`src/rtl/ldpc_dvb_dec_source_pkg.sv`:
```
// Shared constants for the LDPC DVB-S2 decoder source (input side):
// column/size type, pack ratio helper and the source FSM state encoding.
package ldpc_dvb_dec_source_pkg;

  localparam int cWADDR_W = 8;
  localparam int cWDAT_W  = 8;
  localparam int cDAT_W   = 2;

  // Frame size / column index type; the integration binds iwsize from this.
  typedef logic [cWADDR_W-1:0] col_t;

  // Number of stream words packed into one memory word.
  function automatic int pack_ratio(input int wdat_w, input int dat_w);
    return wdat_w / dat_w;
  endfunction

  localparam int pPACK = pack_ratio(cWDAT_W, cDAT_W);

  typedef enum logic [1:0] {
    ST_IDLE = 2'd0,
    ST_WR   = 2'd1,
    ST_DONE = 2'd2,
    ST_DROP = 2'd3
  } src_state_t;

endpackage

```
`src/rtl/ldpc_dvb_dec_source_pack.sv`:
```
// Packer for the decoder source: collects stream words LSB-first into one
// memory word, zero-pads a partial word on flush and issues the write strobe.
module ldpc_dvb_dec_source_pack
  import ldpc_dvb_dec_source_pkg::*;
#(
  parameter int pWADDR_W = 8,
  parameter int pWDAT_W  = 8,
  parameter int pDAT_W   = 2
) (
  input  logic                clk_i,
  input  logic                reset_i,
  input  logic                clkena_i,
  input  logic                push_i,
  input  logic                restart_i,
  input  logic                flush_i,
  input  logic [pDAT_W-1:0]   dat_i,
  input  logic [pWADDR_W-1:0] addr_i,
  output logic                pack_done_o,
  output logic                write_o,
  output logic [pWADDR_W-1:0] waddr_o,
  output logic [pWDAT_W-1:0]  wdat_o
);

  localparam int cPACK  = pack_ratio(pWDAT_W, pDAT_W);
  localparam int cCNT_W = (cPACK > 1) ? $clog2(cPACK) : 1;
  localparam logic [cCNT_W-1:0] cLAST = cCNT_W'(cPACK - 1);
  localparam logic [cCNT_W-1:0] cONE  = cCNT_W'(1);

  logic [cCNT_W-1:0]   cnt_q, cnt_d, cnt_eff_s;
  logic [pWDAT_W-1:0]  sreg_q, sreg_d, base_s, word_s;
  logic                write_q, write_d;
  logic [pWADDR_W-1:0] waddr_q, waddr_d;
  logic [pWDAT_W-1:0]  wdat_q, wdat_d;

  // A restart discards whatever partial word was being collected.
  assign cnt_eff_s   = restart_i ? {cCNT_W{1'b0}} : cnt_q;
  assign base_s      = restart_i ? {pWDAT_W{1'b0}} : sreg_q;
  assign pack_done_o = (cnt_eff_s == cLAST);

  // Place the incoming word into its slot; untouched slots keep their contents.
  always_comb begin
    word_s = base_s;
    for (int k = 0; k < cPACK; k++) begin
      word_s[k*pDAT_W +: pDAT_W] = (cnt_eff_s == cCNT_W'(k)) ? dat_i
                                                             : base_s[k*pDAT_W +: pDAT_W];
    end
  end

  // Next-state of the collector and of the registered write port.
  always_comb begin
    cnt_d   = cnt_q;
    sreg_d  = sreg_q;
    write_d = 1'b0;
    waddr_d = waddr_q;
    wdat_d  = wdat_q;
    if (push_i) begin
      if (pack_done_o | flush_i) begin
        write_d = 1'b1;
        waddr_d = addr_i;
        wdat_d  = word_s;
        cnt_d   = {cCNT_W{1'b0}};
        sreg_d  = {pWDAT_W{1'b0}};
      end else begin
        cnt_d   = cnt_eff_s + cONE;
        sreg_d  = word_s;
      end
    end else begin
      cnt_d  = cnt_q;
      sreg_d = sreg_q;
    end
  end

  // Collector and write-port registers; everything holds while clkena_i is low.
  always_ff @(posedge clk_i) begin
    if (reset_i) begin
      cnt_q   <= {cCNT_W{1'b0}};
      sreg_q  <= {pWDAT_W{1'b0}};
      write_q <= 1'b0;
      waddr_q <= {pWADDR_W{1'b0}};
      wdat_q  <= {pWDAT_W{1'b0}};
    end else if (clkena_i) begin
      cnt_q   <= cnt_d;
      sreg_q  <= sreg_d;
      write_q <= write_d;
      waddr_q <= waddr_d;
      wdat_q  <= wdat_d;
    end
  end

  assign write_o = write_q;
  assign waddr_o = waddr_q;
  assign wdat_o  = wdat_q;

endmodule

```
`src/rtl/ldpc_dvb_dec_source.sv`:
```
// LDPC DVB-S2 decoder source: accepts a framed LLR stream, writes the frame
// into the free half of a ping-pong input buffer and strobes "buffer full"
// with the frame tag. Framing errors are reported on a one-cycle oerr strobe.
module ldpc_dvb_dec_source
  import ldpc_dvb_dec_source_pkg::*;
#(
  parameter int pWADDR_W = 8,
  parameter int pWDAT_W  = 8,
  parameter int pDAT_W   = 2,
  parameter int pTAG_W   = 4
) (
  input  logic                iclk,
  input  logic                ireset,
  input  logic                iclkena,
  input  logic [pWADDR_W-1:0] iwsize,
  input  logic                isop,
  input  logic                ieop,
  input  logic                ival,
  input  logic [pDAT_W-1:0]   idat,
  input  logic [pTAG_W-1:0]   itag,
  output logic                ordy,
  input  logic                iwempty,
  output logic                owrite,
  output logic [pWADDR_W-1:0] owaddr,
  output logic [pWDAT_W-1:0]  owdat,
  output logic [pTAG_W-1:0]   owtag,
  output logic                owfull,
  output logic                oerr
);

  localparam logic [pWADDR_W-1:0] cADDR_ZERO = {pWADDR_W{1'b0}};
  localparam logic [pWADDR_W-1:0] cADDR_ONE  = pWADDR_W'(1);

  src_state_t          state_q, state_d;
  logic [pWADDR_W-1:0] size_q, size_d, addr_q, addr_d;
  logic [pTAG_W-1:0]   tag_q, tag_d, owtag_q, owtag_d;
  logic                err_q, err_d, drop_q, drop_d;
  logic                owfull_q, owfull_d, oerr_q, oerr_d;

  logic                ordy_s, acc_s, start_s, cont_s, push_s, flush_s;
  logic                pack_done_s, is_last_s;
  logic [pWADDR_W-1:0] size_eff_s, addr_eff_s;

  // Ready only in word-taking states, with a free buffer half and no pending swap.
  assign ordy_s = iwempty & ~owfull_q &
                  ((state_q == ST_IDLE) | (state_q == ST_WR) | (state_q == ST_DROP));
  assign ordy   = ordy_s;
  assign acc_s  = ival & ordy_s & iclkena;

  // Classify an accepted word: frame start (any sop) or frame continuation.
  always_comb begin
    start_s = 1'b0;
    cont_s  = 1'b0;
    case (state_q)
      ST_IDLE, ST_DROP: begin
        start_s = acc_s & isop;
        cont_s  = 1'b0;
      end
      ST_WR: begin
        start_s = acc_s & isop;
        cont_s  = acc_s & ~isop;
      end
      default: begin
        start_s = 1'b0;
        cont_s  = 1'b0;
      end
    endcase
  end

  // A starting word uses the freshly presented size and address 0.
  assign push_s     = start_s | cont_s;
  assign size_eff_s = start_s ? iwsize : size_q;
  assign addr_eff_s = start_s ? cADDR_ZERO : addr_q;
  assign is_last_s  = pack_done_s & (addr_eff_s == (size_eff_s - cADDR_ONE));
  assign flush_s    = push_s & ieop & ~is_last_s;

  // Frame FSM: next state, latched frame attributes and the owfull/oerr strobes.
  always_comb begin
    state_d  = state_q;
    size_d   = size_q;
    tag_d    = tag_q;
    addr_d   = addr_q;
    err_d    = err_q;
    drop_d   = drop_q;
    owfull_d = 1'b0;
    oerr_d   = 1'b0;
    owtag_d  = owtag_q;
    case (state_q)
      ST_IDLE, ST_WR, ST_DROP: begin
        if (start_s) begin
          size_d = iwsize;
          tag_d  = itag;
          // A sop inside a running frame aborts it.
          oerr_d = (state_q == ST_WR);
        end else begin
          size_d = size_q;
          tag_d  = tag_q;
        end
        if (push_s) begin
          if (is_last_s) begin
            // Missing eop on the last word: complete, flag, then drop the tail.
            state_d = ST_DONE;
            err_d   = ~ieop;
            drop_d  = ~ieop;
            addr_d  = cADDR_ZERO;
          end else if (ieop) begin
            state_d = ST_DONE;
            err_d   = 1'b1;
            drop_d  = 1'b0;
            addr_d  = cADDR_ZERO;
          end else begin
            state_d = ST_WR;
            addr_d  = pack_done_s ? (addr_eff_s + cADDR_ONE) : addr_eff_s;
          end
        end else if (acc_s & ieop & (state_q == ST_DROP)) begin
          state_d = ST_IDLE;
        end else begin
          state_d = state_q;
        end
      end
      ST_DONE: begin
        owfull_d = 1'b1;
        oerr_d   = err_q;
        owtag_d  = tag_q;
        err_d    = 1'b0;
        drop_d   = 1'b0;
        state_d  = drop_q ? ST_DROP : ST_IDLE;
      end
      default: begin
        state_d = ST_IDLE;
      end
    endcase
  end

  // FSM and frame registers; everything holds while iclkena is low.
  always_ff @(posedge iclk) begin
    if (ireset) begin
      state_q  <= ST_IDLE;
      size_q   <= cADDR_ZERO;
      addr_q   <= cADDR_ZERO;
      tag_q    <= {pTAG_W{1'b0}};
      owtag_q  <= {pTAG_W{1'b0}};
      err_q    <= 1'b0;
      drop_q   <= 1'b0;
      owfull_q <= 1'b0;
      oerr_q   <= 1'b0;
    end else if (iclkena) begin
      state_q  <= state_d;
      size_q   <= size_d;
      addr_q   <= addr_d;
      tag_q    <= tag_d;
      owtag_q  <= owtag_d;
      err_q    <= err_d;
      drop_q   <= drop_d;
      owfull_q <= owfull_d;
      oerr_q   <= oerr_d;
    end
  end

  ldpc_dvb_dec_source_pack #(
    .pWADDR_W (pWADDR_W),
    .pWDAT_W  (pWDAT_W),
    .pDAT_W   (pDAT_W)
  ) u_pack (
    .clk_i       (iclk),
    .reset_i     (ireset),
    .clkena_i    (iclkena),
    .push_i      (push_s),
    .restart_i   (start_s),
    .flush_i     (flush_s),
    .dat_i       (idat),
    .addr_i      (addr_eff_s),
    .pack_done_o (pack_done_s),
    .write_o     (owrite),
    .waddr_o     (owaddr),
    .wdat_o      (owdat)
  );

  assign owfull = owfull_q;
  assign oerr   = oerr_q;
  assign owtag  = owtag_q;

endmodule

```
`config.mk`:
```
export PLATFORM = sky130hd
export DESIGN_NAME = ldpc_dvb_dec_source
export DESIGN_NICKNAME = d
export VERILOG_FILES = /design/src/rtl/ldpc_dvb_dec_source_pkg.sv /design/src/rtl/ldpc_dvb_dec_source_pack.sv /design/src/rtl/ldpc_dvb_dec_source.sv
export SDC_FILE = /design/constraint.sdc
export NUM_CORES = 1
export LEC_CHECK = 0
export BUFFER_PORTS_ARGS = -buffer_cell sky130_fd_sc_hd__buf_2
export CAP_MARGIN = 15
export CELL_PAD_IN_SITES_DETAIL_PLACEMENT = 1
export CELL_PAD_IN_SITES_GLOBAL_PLACEMENT = 2
export CORE_AREA = 2 2 95 97
export CTS_CLUSTER_SIZE = 28
export DETAILED_ROUTE_END_ITERATION = 6
export DIE_AREA = 0 0 97 99
export HOLD_SLACK_MARGIN = 0.12
export PLACE_DENSITY_LB_ADDON = 0.1
export SLEW_MARGIN = 20
export SYNTH_ARGS = -nofsm -noshare
export SYNTH_HDL_FRONTEND = slang
export SYNTH_HIERARCHICAL = 1
export SYNTH_SLANG_ARGS = --single-unit
```
`constraint.sdc`:
```
create_clock -name iclk -period 7.6 [get_ports iclk]
set_input_delay 1.14 -clock iclk [delete_from_list [all_inputs] [get_ports iclk]]
set_output_delay 1.14 -clock iclk [all_outputs]
set_load 0.03 [all_outputs]
```
### Yosys cells after proc, flatten, opt, wreduce, memory -nomap -nowiden

Cells that the tools add are included.
Widths: inputs -> output; s select.

* add/sub/neg operators: 3
* $mul: 0
* divide/modulo/power cells: 0
* magnitude comparators: 0
* eq/ne operators: 10
* shift operators: 0
* muxes and demuxes: 34
* bitwise gates (word level): 19
* reductions and logical operators: 11

Operators by type and width (number)
* $mux 8: 7
* $mux 2: 11
* $mux 1: 12
* $reduce_and 3->1: 4
* $and 1x1->1: 11
* $add 8x1->8 const B: 1
* $eq 2x2->1 const B: 4
* $eq 8x8->1: 1
* $reduce_and 2->1: 4
* $sub 8x1->8 const B: 1
* $ne 3x1->1 const B: 2
* $pmux 1 s2: 3
* $eq 2x1->1 const B: 2
* $logic_not 2->1: 2
* $not 1->1: 4
* $or 1x1->1: 4
* $pmux 2 s2: 1
* $reduce_or 3->1: 1
* $add 2x1->2 const B: 1
* $ne 2x1->1 const B: 1

* register bits after elaboration: 57
* latch bits: 0
* bits in writable memories: 0
* memory bits (read-only): 0
* bits of input ports: 21
* output and inout port bits: 24
* word-level logic and storage cells: 91
* memories kept: 0

### Logic depth before layout (Yosys ltp)

* depth in word-level cells: 17
* depth in mapped cells: 17
* mapped depth without buffers: 14

### By module

Netlist, hierarchy kept.

Modules (own cells, without submodules)
* ldpc_dvb_dec_source: instances 1, cells each 236, area an instance 1823.0 um2, seq. area each 600.6 um2
* ldpc_dvb_dec_source_pack: instances 1, cells each 135, area an instance 1211.2 um2, seq. area each 540.5 um2

### Worst setup path before layout

No wires, ideal clock.

* kind: in2reg
* start: input iwempty
* end: register u_pack.waddr_q[4] (netlist: u_pack/waddr_o[4])
* setup time: 0.070 ns
* arrival time: 4.099 ns
* setup slack: 3.431 ns
* stages on the path: 17
* path buffers: 3
* path through: nor2b_1 nand3_2 inv_2 mux2i_1 ha_1 buf_2 nor4b_1 mux2_2 a211oi_1 o211ai_2 and4_1 nor2_1 o21ba_1 buf_6 buf_12 nand2_1 a21oi_2

* longest elaborated chain between the ends: 14
* elaborated cells between the ends (all ways): 21

Ends and longest elaborated chain
* start: declaration: line ldpc_dvb_dec_source.sv:22 `input logic iwempty,`
* $and 1x1->1 * (2 in series): line ldpc_dvb_dec_source.sv:45 `assign ordy_s = iwempty & ~owfull_q &`
* $and 1x1->1 * (2 in series): line ldpc_dvb_dec_source.sv:48 `assign acc_s = ival & ordy_s & iclkena;`
* $and 1x1->1: line ldpc_dvb_dec_source.sv:56, ldpc_dvb_dec_source.sv:60
* $mux 1
* $mux 8
* $sub 8x1->8: line ldpc_dvb_dec_source.sv:74 `assign is_last_s = pack_done_s & (addr_eff_s == (size_eff_s - cADDR_ONE));`
* $eq 8x8->1: line ldpc_dvb_dec_source.sv:74
* $and 1x1->1: line ldpc_dvb_dec_source.sv:74
* $not 1->1: line ldpc_dvb_dec_source.sv:75 `assign flush_s = push_s & ieop & ~is_last_s;`
* $and 1x1->1 *: line ldpc_dvb_dec_source.sv:75
* via flush_s: line ldpc_dvb_dec_source.sv:40 `logic ordy_s, acc_s, start_s, cont_s, push_s, flush_s;`
* $or 1x1->1 *: line ldpc_dvb_dec_source_pack.sv:57 `if (pack_done_o | flush_i) begin`
* $reduce_and 3->1 (no source line) *
* end signal: assignment: line ldpc_dvb_dec_source_pack.sv:79 `waddr_q <= {pWADDR_W{1'b0}};`
* end signal: assignment: line ldpc_dvb_dec_source_pack.sv:85 `waddr_q <= waddr_d;`
* end: declaration: line ldpc_dvb_dec_source_pack.sv:32 `logic [pWADDR_W-1:0] waddr_q, waddr_d;`

Mark *: on every way through the listed nets, which the timed path passes. The rest lies on a longest branch.
A chain may end at the register's enable or synchronous reset.

### Final worst setup path

* start: input iclkena
* end: register u_pack.waddr_q[4] (netlist: u_pack/waddr_o[4])

* longest elaborated chain between the ends: 11
* elaborated cells between the ends (all ways): 18

Ends and longest elaborated chain
* start: declaration: line ldpc_dvb_dec_source.sv:14 `input logic iclkena,`
* $and 1x1->1 *: line ldpc_dvb_dec_source.sv:48
* $and 1x1->1: line ldpc_dvb_dec_source.sv:56, ldpc_dvb_dec_source.sv:60
* $mux 1
* $mux 8
* $sub 8x1->8: line ldpc_dvb_dec_source.sv:74
* $eq 8x8->1: line ldpc_dvb_dec_source.sv:74
* $and 1x1->1: line ldpc_dvb_dec_source.sv:74
* $not 1->1: line ldpc_dvb_dec_source.sv:75
* $and 1x1->1 *: line ldpc_dvb_dec_source.sv:75
* via flush_s: line ldpc_dvb_dec_source.sv:40
* $or 1x1->1 *: line ldpc_dvb_dec_source_pack.sv:57
* $reduce_and 3->1 (no source line) *

Marks and branches as above.

==> out/qor.txt <==
CTS Hold Buffers Added -> 0
vias in the first global route -> 2765
HPWL after DPL -> 5689 µm
Yosys top cell by area -> dfxtp_1
setup TNS -> 0 ps
WP data required -> 7870 ps
Skew-Pair Late Insertion Delay -> 340 ps
placed insts -> 506
PortBufs -> 44
fin nets -> 432
GP Congestion -> 0.7534
Starting Density -> 35.48%
Max VDD drop -> 0.00009874 V
endpoints failing setup -> 0
Mapped Nets -> 394
Area contributors post-synth -> dfxtp_1 38%, nand2_1 9.2%, a21oi_1 4.3%, nor2_1 4.0%, nand2b_1 3.1%
first-pass detailed-route iteration total -> 4
Synth Instances -> 371
endpoints failing hold -> 0
Die Ht -> 99 µm
maximum clock frequency -> 182.4 MHz
Cell Pwr Density -> 182.0 nW/µm²
slowest CP cell -> o21ba_1
design area -> 3496 µm²
Vias -> 2710
clock skew -> 6.517 ps
TritonCTS Buffers -> 9
Post-synth ARST share -> 0%
critical path's top delay family -> simple AND/OR/NAND/NOR gates
global-route wire length before repair -> 13550 µm
fraction of layout cells with a size suffix above 1 -> 22.03%
Post-synth top cells -> 74 x nand2_1, 57 x dfxtp_1, 32 x nor2_1, 26 x a21oi_1, 15 x nand2b_1
DRC -> 0
Initial DRC Count -> 65
r2r setup slk -> 2730 ps
Worst Max-Slew Pin Slew -> 663.2 ps
average vias per placed instance -> 5.202
WS Path Type -> primary input to register
static leakage -> 1.436 nW
CP Capture Type -> register
reg-to-reg startpoint -> owfull$_SDFFE_PP0P_
H-tree levels -> 3
Sink Count -> 57
CP peak stage delay -> 660 ps
RSZ-0062 raised after global routing -> no
drt wl/cell -> 15.33 µm
most common cell in the netlist -> nand2_1
Critical path destination -> u_pack/waddr_o[4]$_SDFFE_PP0P_
worst reg2reg path depth -> 14
# rows -> 34
crit path cell chain -> buf_2 -> and3_1 -> nand3_2 -> inv_2 -> mux2i_1 -> ha_1 -> nor4b_1 -> mux2_2 -> a211oi_1 -> o211ai_2 -> and4_1 -> nor2_1 -> o21ba_1 -> nand2_1 -> a21oi_2
initial antenna violation count -> 0
Synth cell types -> 63
Max-cap violations -> 0
worst hold path class -> register to register
Post-synth top flop -> dfxtp_1
Seq/Total Area, Yosys -> 37.61%
share of the synthesized area in the top cell type -> 37.61%
Reg clk slew, reported paths -> 70 ps
io pins -> 45
maximum fanout along the worst path -> 31
die area -> 9603 µm²
Mapped Area -> 3034 µm²
Post-CTS Repair Setup Buffers -> 0
Arrival @ worst endpoint -> 5750 ps
Post-synth EDFFs -> 0
Total GRT Usage -> 17.48%
post-CTS resize count -> 0
Cell Area, Placed -> 3296 µm²
post-route insts no fill -> 521
Die W -> 97 µm
Routed WL -> 7987 µm
Final Max Tran Viols -> 0
CTS tree -> yes
worst reg2reg path endpoint -> u_pack/waddr_o[4]$_SDFFE_PP0P_
status -> completed
worst hold margin -> 453.2 ps
crit share post-route -> 72.13%
Startpoint Class -> primary input
Max clock buf depth -> 2
largest net degree at the start of global routing -> 53
Antenna Cells -> 0
total congestion overflow -> 0
synthesis-to-layout area growth -> 15.22%
core area -> 8551 µm²
register bit total from synthesis -> 57
Final min period -> 5482 ps
Mapped Avg Cell Area -> 8.178 µm²
Fillers -> 1069
crit path buf inv count -> 2
Critical Path Source -> iclkena
Worst path depth -> 15
antenna-violating nets left -> 0
Worst slew margin -> 55.79%
Synth Warn # -> 6
CTS Root Cell -> clkbuf_8
[worst register-to-register path, delay by kind of cell, from the launching register on]
kind	cells	cell delay, ps
compound gates	4	1250
fa+ha+maj	1	410
buf+inv	1	610
flops	1	320
mux	2	600
simple gates	6	1600
[flip-flops by register name, indices dropped and copies added (netlist names)]
register	count
u_pack/wdat_o	8
tag_q	4
owtag	4
u_pack/write_o	1
size_q	8
owfull	1
state_q	2
oerr	1
addr_q	8
u_pack/waddr_o	8
u_pack/sreg_q	8
u_pack/cnt_q	2
drop_q	1
err_q	1
[worst min path at each step]
stage,startpoint,end,depth (start not counted)
floorplan,tag_q[0]$_SDFFE_PP0P_,owtag[0]$_SDFFE_PP0P_,2
CTS,tag_q[1]$_SDFFE_PP0P_,owtag[1]$_SDFFE_PP0P_,2
global placement,owtag[2]$_SDFFE_PP0P_,owtag[2]$_SDFFE_PP0P_,2
detailed placement,owtag[3]$_SDFFE_PP0P_,owtag[3]$_SDFFE_PP0P_,2
global route,owtag[2]$_SDFFE_PP0P_,owtag[2]$_SDFFE_PP0P_,2
finish,u_pack/wdat_o[4]$_SDFFE_PP0P_,u_pack/wdat_o[4]$_SDFFE_PP0P_,2
[cell usage in the layout, fill, tap and decap left out, types with 4 or more instances in the layout]
cell      instances
nand2b_1         15
buf_2            44
and2_1            9
a21oi_1          26
nor2b_1           5
xor2_1            6
a21oi_2          10
dfxtp_1          57
a211oi_1          4
o21ai_0           4
o22ai_1           5
nand2_1          74
a22oi_1           9
inv_1            10
clkbuf_8         14
nand2_2           4
mux2i_1           9
nor3_1            6
xnor2_1           5
nor2_1           32
[kinds of logic after synthesis]
| family | after synthesis | share of synthesized area (%) |
|---|---|---|
| and+or+nand+nor | 174 | 28.08 |
| AOI/OAI and AO/OA | 86 | 21.53 |
| DFF | 57 | 37.61 |
| buffers and inverters | 29 | 4.701 |
| muxes | 12 | 4.083 |
| xor gates and xnor gates | 11 | 3.175 |
| adders and majority gates | 2 | 0.8246 |
[stage by stage]
| stage | power [mW] | worst slack, ps | utilization [%] |
|---|---|---|---|
| after global routing | 0.6623 | 1522 | 40.88 |
| final | 0.6363 | 2118 | 40.88 |
| after floorplan | 0.3424 | 3431 | - |
| after CTS | 0.6461 | 2035 | 40.88 |
| after detailed placement | 0.3592 | 1711 | 38.54 |
| after global placement | 0.3587 | 1891 | 38.54 |
[power breakdown]
| part | internal, mW | total [mW] | switching [mW] |
|---|---|---|---|
| logic | 0.0178 | 0.0481 | 0.0302 |
| clock network | 0.161 | 0.284 | 0.123 |
| registers | 0.301 | 0.304 | 0.00253 |
| total | 0.480 | 0.636 | 0.156 |
[area by class of cell]
type	count	area, µm²	area share (%)
Inverter	11	41.29	1.181
Clock buffer	14	192.7	5.512
Multi-Input combinational cell	285	1750	50.07
Clock inverter	1	7.507	0.2147
Timing Repair Buffer	45	227.7	6.514
Sequential cell	57	1141	32.64
Tap cell	108	135.1	3.865
[layer usage]
metal	up-vias	global-route usage [%]	share of wire, %
met4	0	7.801	1.8
met2	45	30.07	48
met1	1291	21.54	47
met5	-	0	0
met3	14	2.908	3.6
li1	1360	-	-
Note: power is estimated with default switching activity, not from simulation.
